## src/rtl/fetch_unit_pkg.sv

```systemverilog
// Shared types for the instruction fetch unit: redirect kinds, privilege
// levels, fetch FSM states and the start of the privileged routine region.
package fetch_unit_pkg;

  typedef enum logic [1:0] {
    NORMAL = 2'd0,
    ECALL  = 2'd1,
    ERET   = 2'd2
  } redirect_kind_t;

  typedef enum logic {
    USER       = 1'b0,
    SUPERVISOR = 1'b1
  } cpl_t;

  typedef enum logic {
    RUN   = 1'b0,
    FAULT = 1'b1
  } fetch_state_t;

  // Fetches at or above this address are only legal in SUPERVISOR mode.
  localparam logic [63:0] PRIV_ROUTINE_START = 64'h0000_0000_0001_0000;

endpackage

```

## src/rtl/fetch_queue.sv

```systemverilog
// Synchronous instruction FIFO with flush and occupancy count.
// A push into a full queue is accepted when a pop happens in the same cycle.
module fetch_queue #(
  parameter int DEPTH = 4,
  parameter int PC_W  = 64,
  localparam int AW   = $clog2(DEPTH),
  localparam int CW   = AW + 1
) (
  input  logic            clk,
  input  logic            rst,
  input  logic            flush,
  input  logic            push,
  input  logic [31:0]     push_insn,
  input  logic [PC_W-1:0] push_pc,
  input  logic            pop,
  output logic [31:0]     head_insn,
  output logic [PC_W-1:0] head_pc,
  output logic            empty,
  output logic [CW-1:0]   count
);

  logic [31:0]     insn_mem [DEPTH];
  logic [PC_W-1:0] pc_mem   [DEPTH];
  logic [AW-1:0]   rd_ptr;
  logic [AW-1:0]   wr_ptr;
  logic            full;
  logic            do_push;
  logic            do_pop;

  assign empty   = (count == '0);
  assign full    = (count == CW'(DEPTH));
  assign do_pop  = pop && !empty;
  assign do_push = push && (!full || do_pop);

  assign head_insn = insn_mem[rd_ptr];
  assign head_pc   = pc_mem[rd_ptr];

  always_ff @(posedge clk) begin
    if (rst || flush) begin
      rd_ptr <= '0;
      wr_ptr <= '0;
      count  <= '0;
    end else begin
      if (do_push) wr_ptr <= wr_ptr + 1'b1;
      if (do_pop)  rd_ptr <= rd_ptr + 1'b1;
      count <= count + CW'(do_push) - CW'(do_pop);
    end
  end

  // Storage needs no reset; validity is tracked by the pointers and count.
  always_ff @(posedge clk) begin
    if (do_push && !rst && !flush) begin
      insn_mem[wr_ptr] <= push_insn;
      pc_mem[wr_ptr]   <= push_pc;
    end
  end

endmodule

```

## src/rtl/fetch_unit.sv

```systemverilog
// Instruction fetch: issues sequential fetches, queues returned words for
// decode, handles redirects with privilege tracking and a privileged-fetch fault.
//
// state | meaning
// RUN   | fetching normally, requests may issue
// FAULT | user-mode fetch of privileged address blocked; wait for redirect
module fetch_unit
  import fetch_unit_pkg::*;
#(
  parameter int                    DATA_WIDTH  = 64,
  parameter logic [DATA_WIDTH-1:0] RESET_PC    = '0,
  parameter int                    QUEUE_DEPTH = 4
) (
  input  logic                  clk,
  input  logic                  rst,
  input  logic                  redirect_valid_i,
  input  logic [DATA_WIDTH-1:0] redirect_pc_i,
  input  redirect_kind_t        redirect_kind_i,
  output logic                  imem_req_valid_o,
  output logic [DATA_WIDTH-1:0] imem_req_addr_o,
  input  logic                  imem_req_ready_i,
  input  logic                  imem_resp_valid_i,
  input  logic [31:0]           imem_resp_data_i,
  output logic                  insn_valid_o,
  output logic [31:0]           insn_o,
  output logic [DATA_WIDTH-1:0] insn_pc_o,
  input  logic                  insn_ready_i,
  output cpl_t                  cpl_o,
  output logic                  fault_o
);

  localparam int CW = $clog2(QUEUE_DEPTH) + 1;
  localparam logic [DATA_WIDTH-1:0] PRIV_START = DATA_WIDTH'(PRIV_ROUTINE_START);

  fetch_state_t          state_q;
  fetch_state_t          state_d;
  cpl_t                  cpl_q;
  logic [DATA_WIDTH-1:0] pc_q;
  logic [CW-1:0]         outstanding_q;
  logic [CW-1:0]         outstanding_d;
  logic [CW-1:0]         drop_cnt_q;
  logic [CW-1:0]         q_count;
  logic                  q_empty;
  logic                  q_push;
  logic                  q_pop;
  logic                  req_valid;
  logic                  req_hs;
  logic                  priv_fetch;
  logic                  room;

  assign priv_fetch = (cpl_q == USER) && (pc_q >= PRIV_START);
  assign room       = ({1'b0, outstanding_q} + {1'b0, q_count}) < (CW+1)'(QUEUE_DEPTH);

  always_comb begin
    state_d   = state_q;
    req_valid = 1'b0;
    case (state_q)
      RUN: begin
        if (!redirect_valid_i && priv_fetch) state_d = FAULT;
        // Never present a privileged address to memory, even for the one
        // cycle before the FAULT state is entered.
        req_valid = !redirect_valid_i && !priv_fetch && room;
      end
      FAULT: begin
        if (redirect_valid_i) state_d = RUN;
      end
      default: state_d = RUN;
    endcase
  end

  assign imem_req_valid_o = req_valid && !rst;
  assign imem_req_addr_o  = pc_q;
  assign req_hs           = imem_req_valid_o && imem_req_ready_i;
  assign fault_o          = (state_q == FAULT) && !rst;
  assign cpl_o            = cpl_q;

  assign insn_valid_o  = !q_empty && !redirect_valid_i && !rst;
  assign q_pop         = insn_valid_o && insn_ready_i;
  assign q_push        = imem_resp_valid_i && (drop_cnt_q == '0) && !redirect_valid_i;
  assign outstanding_d = outstanding_q + CW'(req_hs) - CW'(imem_resp_valid_i);

  always_ff @(posedge clk) begin
    if (rst) begin
      state_q       <= RUN;
      pc_q          <= RESET_PC;
      cpl_q         <= SUPERVISOR;
      outstanding_q <= '0;
      drop_cnt_q    <= '0;
    end else begin
      state_q       <= state_d;
      outstanding_q <= outstanding_d;
      if (redirect_valid_i) begin
        pc_q       <= redirect_pc_i;
        // Everything still in flight after this edge belongs to the old path.
        drop_cnt_q <= outstanding_d;
        case (redirect_kind_i)
          ECALL:   cpl_q <= SUPERVISOR;
          ERET:    cpl_q <= USER;
          default: cpl_q <= cpl_q;
        endcase
      end else begin
        if (req_hs) pc_q <= pc_q + DATA_WIDTH'(4);
        if (imem_resp_valid_i && (drop_cnt_q != '0)) drop_cnt_q <= drop_cnt_q - 1'b1;
      end
    end
  end

  fetch_queue #(
    .DEPTH (QUEUE_DEPTH),
    .PC_W  (DATA_WIDTH)
  ) u_queue (
    .clk       (clk),
    .rst       (rst),
    .flush     (redirect_valid_i),
    .push      (q_push),
    .push_insn (imem_resp_data_i),
    .push_pc   (pc_q_of_resp()),
    .pop       (q_pop),
    .head_insn (insn_o),
    .head_pc   (insn_pc_o),
    .empty     (q_empty),
    .count     (q_count)
  );

  // Responses return in request order, so each response's PC is the oldest
  // outstanding request address: current PC minus four per outstanding request.
  function automatic logic [DATA_WIDTH-1:0] pc_q_of_resp();
    return pc_q - (DATA_WIDTH'(outstanding_q) << 2);
  endfunction

endmodule
```

## config.mk

```make
export PLATFORM = sky130hd
export DESIGN_NAME = fetch_unit
export DESIGN_NICKNAME = d
export VERILOG_FILES = /design/src/rtl/fetch_unit_pkg.sv /design/src/rtl/fetch_queue.sv /design/src/rtl/fetch_unit.sv
export SDC_FILE = /design/constraint.sdc
export NUM_CORES = 1
export LEC_CHECK = 0
export CAP_MARGIN = 20
export CORE_MARGIN = 1.5
export CORE_UTILIZATION = 41
export DETAILED_ROUTE_END_ITERATION = 10
export SLEW_MARGIN = 20
export SYNTH_ARGS = -nofsm -noshare
export SYNTH_HDL_FRONTEND = slang
export SYNTH_SLANG_ARGS = --single-unit
```

## constraint.sdc

```tcl
create_clock -name clk -period 5.34 [get_ports clk]
set_input_delay 1.068 -clock clk [delete_from_list [all_inputs] [get_ports clk]]
set_output_delay 1.068 -clock clk [all_outputs]
set_load 0.005 [all_outputs]
```

==> flow_metrics.tcl <==
set metrics [dict create \
    stdcell_count 2222 \
    cts_tree "built" \
    rsz0062_at_grt "false" \
    async_flop_share_pct 0 \
    synth_edf_count 384 \
    rows 80 \
    status "finished, final reports clean" \
    syn-cell-area_mm2 0.0199 \
    grtUsageMet3_pct 5.03 \
    min_path_cells 2 \
    clk_pin_slew_ns 0.06 \
    p_leak_nw 8.10 \
    post-dp-hpwl_um 35300 \
    holdPathEnd "u_queue.wr_ptr[1]$_SDFFE_PP0P_" \
    insertion_delay_ns 0.60 \
    grt_antenna_before_repair 1 \
    grt_max_degree 60 \
    cts_setup_buffers 0 \
    powerDensity_mw_per_mm2 352 \
    area_delta_synth_final_pct 25.2 \
    overflow 0 \
    yosysTopAreaCell "edfxtp_1" \
    grt_usage_pct 21.6 \
    die_y_um 223 \
    synth_cell_type_count 71 \
    dieArea_mm2 0.0498 \
    top_usage_layer "met2" \
    die-width_um 223 \
    hold_ws_ns 0.512 \
    rr_worst_depth 15 \
    cts_max_path_buffers 3 \
    crit_required_ns 4.27 \
    clkSinkCount 465 \
    r2r_end "drop_cnt_q[2]$_SDFFE_PP0P_" \
    period_share_pct 89.5 \
    worst_setup_path_end_kind "primary output" \
    drive_gt1_share_pct 13.6 \
    ir_drop_mv 0.294 \
    htree_levels 2 \
    setup_viol 0 \
    wirelength_um 53500 \
    timing.slew.headroom_pct 33.4 \
    vias_per_cell 5.65 \
    fmax_mhz 209 \
    synth_top_area_share_pct 58.1 \
    gp_congestion 0.815 \
    ys_warn_count 0 \
    crit_arrival_ns 3.71 \
    port_buffers 267 \
    drtIter0Drc 1028 \
    fill_cells 3964 \
    r2r_slack_ns 1.04 \
    drc_errors 0 \
    ys_ff_latch 465 \
    numCtsBuffers 50 \
    hold_start "u_queue.wr_ptr[1]$_SDFFE_PP0P_" \
    grt_first_pass_wirelength_um 80100 \
    ant_nets 0 \
    setup_total_negative_slack_ns 0 \
    grt_pass1_vias 12400 \
    avgSynthCellArea_um2 15.1 \
    clockRootBuffer "clkbuf_16" \
    worstSetupPathType "reg2out" \
    synthTopCellsByArea "edfxtp_1, mux4_2, dfxtp_1, nand2_1, xor2_1" \
    netlist_instances 1315 \
    syn_nets 1440 \
    layout_commonest_cell "edfxtp_1" \
    core_area_mm2 0.0477 \
    final_nets 1690 \
    worst_pin_slew_ns 0.989 \
    slew_violations 0 \
    met2_usage_pct 34.3 \
    yosysSeqAreaShare_pct 66.2 \
    cap_violations 0 \
    regToRegStartpoint "imem_req_addr_o[33]$_SDFFE_PP0N_" \
    skew_ns 0.0209 \
    finalHoldViolCount 0 \
    post-route-min-period_ns 4.78 \
    placedCellCount 2128 \
    detail_route.wl_per_cell_um 24.1 \
    worst_hold_path_type "reg2reg" \
    synth_ff_type "edfxtp_1" \
    cts_hold_buffers 0 \
    io_pins 268 \
    cp_max_fo 13 \
    vias 12600 \
    crit_path_start_kind "register" \
    dr.pass1.iters 7 \
    initial_core_util_pct 41.6 \
    grtUsageMet1_pct 30.3 \
    cts_resized 0 \
    most-common-layout-cells "edfxtp_1, clkdlybuf4s50_1, mux4_2" \
]
==> registers in the layout, summed over array words and instances (netlist names), named ones only <==
register          flops
u_queue.pc_mem      256
u_queue.insn_mem    128
imem_req_addr_o      64
drop_cnt_q            3
outstanding_q         3
u_queue.count         3
u_queue.rd_ptr        2
u_queue.wr_ptr        2
cpl_o                 1
state_q               1
==> worst max-delay path by stage <==
| stage | startpoint | endpoint | slack [ns] | cells after the start |
|---|---|---|---|---|
| after detailed placement | rst | drop_cnt_q[1]$_SDFFE_PP0P_ | 0.83 | 14 |
| after floorplan | rst | u_queue.insn_mem[0][0]$_DFFE_PP_ | 0.20 | 6 |
| after global placement | rst | drop_cnt_q[2]$_SDFFE_PP0P_ | 0.89 | 16 |
| after CTS | imem_req_addr_o[33]$_SDFFE_PP0N_ | imem_req_valid_o | 0.55 | 7 |
| after global routing | imem_req_addr_o[52]$_SDFFE_PP0N_ | imem_req_valid_o | 0.38 | 7 |
| final | imem_req_addr_o[33]$_SDFFE_PP0N_ | imem_req_valid_o | 0.56 | 7 |
==> power by group <==
part	leakage [nW]	switching [mW]	internal, mW
clock	0.805	1.41	2.11
combinational	3.13	0.518	0.451
sequential	4.17	0.139	4.12
total	8.10	2.07	6.69
==> metal layers <==
metal | up-vias | share of wire [%]
li1 | 5651 | -
met1 | 6372 | 44
met2 | 460 | 47
met3 | 67 | 7.7
met4 | 2 | 1.7
met5 | - | 0.024
==> cells in the mapped netlist, types with 15 or more instances <==
cell type	instances
nor2_1	62
nor4_1	17
clkbuf_1	65
buf_1	15
edfxtp_1	384
nand3_1	38
xnor2_1	29
dfxtp_1	81
inv_1	35
a21oi_1	22
nand2_1	83
a221o_1	17
xor2_1	35
mux4_2	96
a31oi_1	18
ha_1	18
nor3_1	49
nand4_1	17
o21ai_0	38
==> logic make-up after synthesis <==
kind of cell	Yosys count	synth area share, %
simple gates	366	9.70
mux	99	11.0
fa+ha+maj	21	1.44
buf+inv	131	2.73
flops	465	66.2
compound gates	169	6.02
xor+xnor	64	2.82
==> through the flow <==
step / area (µm²) / power, mW / utilization [%] / setup slack [ns]
after floorplan: 19900 / 4.81 / - / 0.197
after global placement: 23200 / 5.29 / 48.6 / 0.891
after global routing: 24900 / 9.05 / 52.1 / 0.381
after CTS: 24900 / 8.83 / 52.0 / 0.554
final: 24900 / 8.76 / 52.1 / 0.563
after detailed placement: 23200 / 5.31 / 48.6 / 0.829
==> critical path, cell delays in order, from the launching register on <==
cell             delay [ns]
dfxtp_1                0.44
or4_4                  0.61
nand4b_4               0.23
or4_1                  0.63
o32ai_2                0.31
buf_4                  0.22
and2_1                 0.17
clkdlybuf4s50_1        0.51
==> layout make-up <==
cell class	count	area (µm²)	share of cell area [%]
multi-input combinational	719	6180	24.8
antenna	1	2.50	0.0101
timing repair buffer	293	2950	11.8
inverter	36	135	0.544
tap	615	769	3.10
clock buffer	69	1350	5.44
clock inverter	24	315	1.27
sequential	465	13200	52.9
Note: power is estimated with default switching activity, not from simulation.
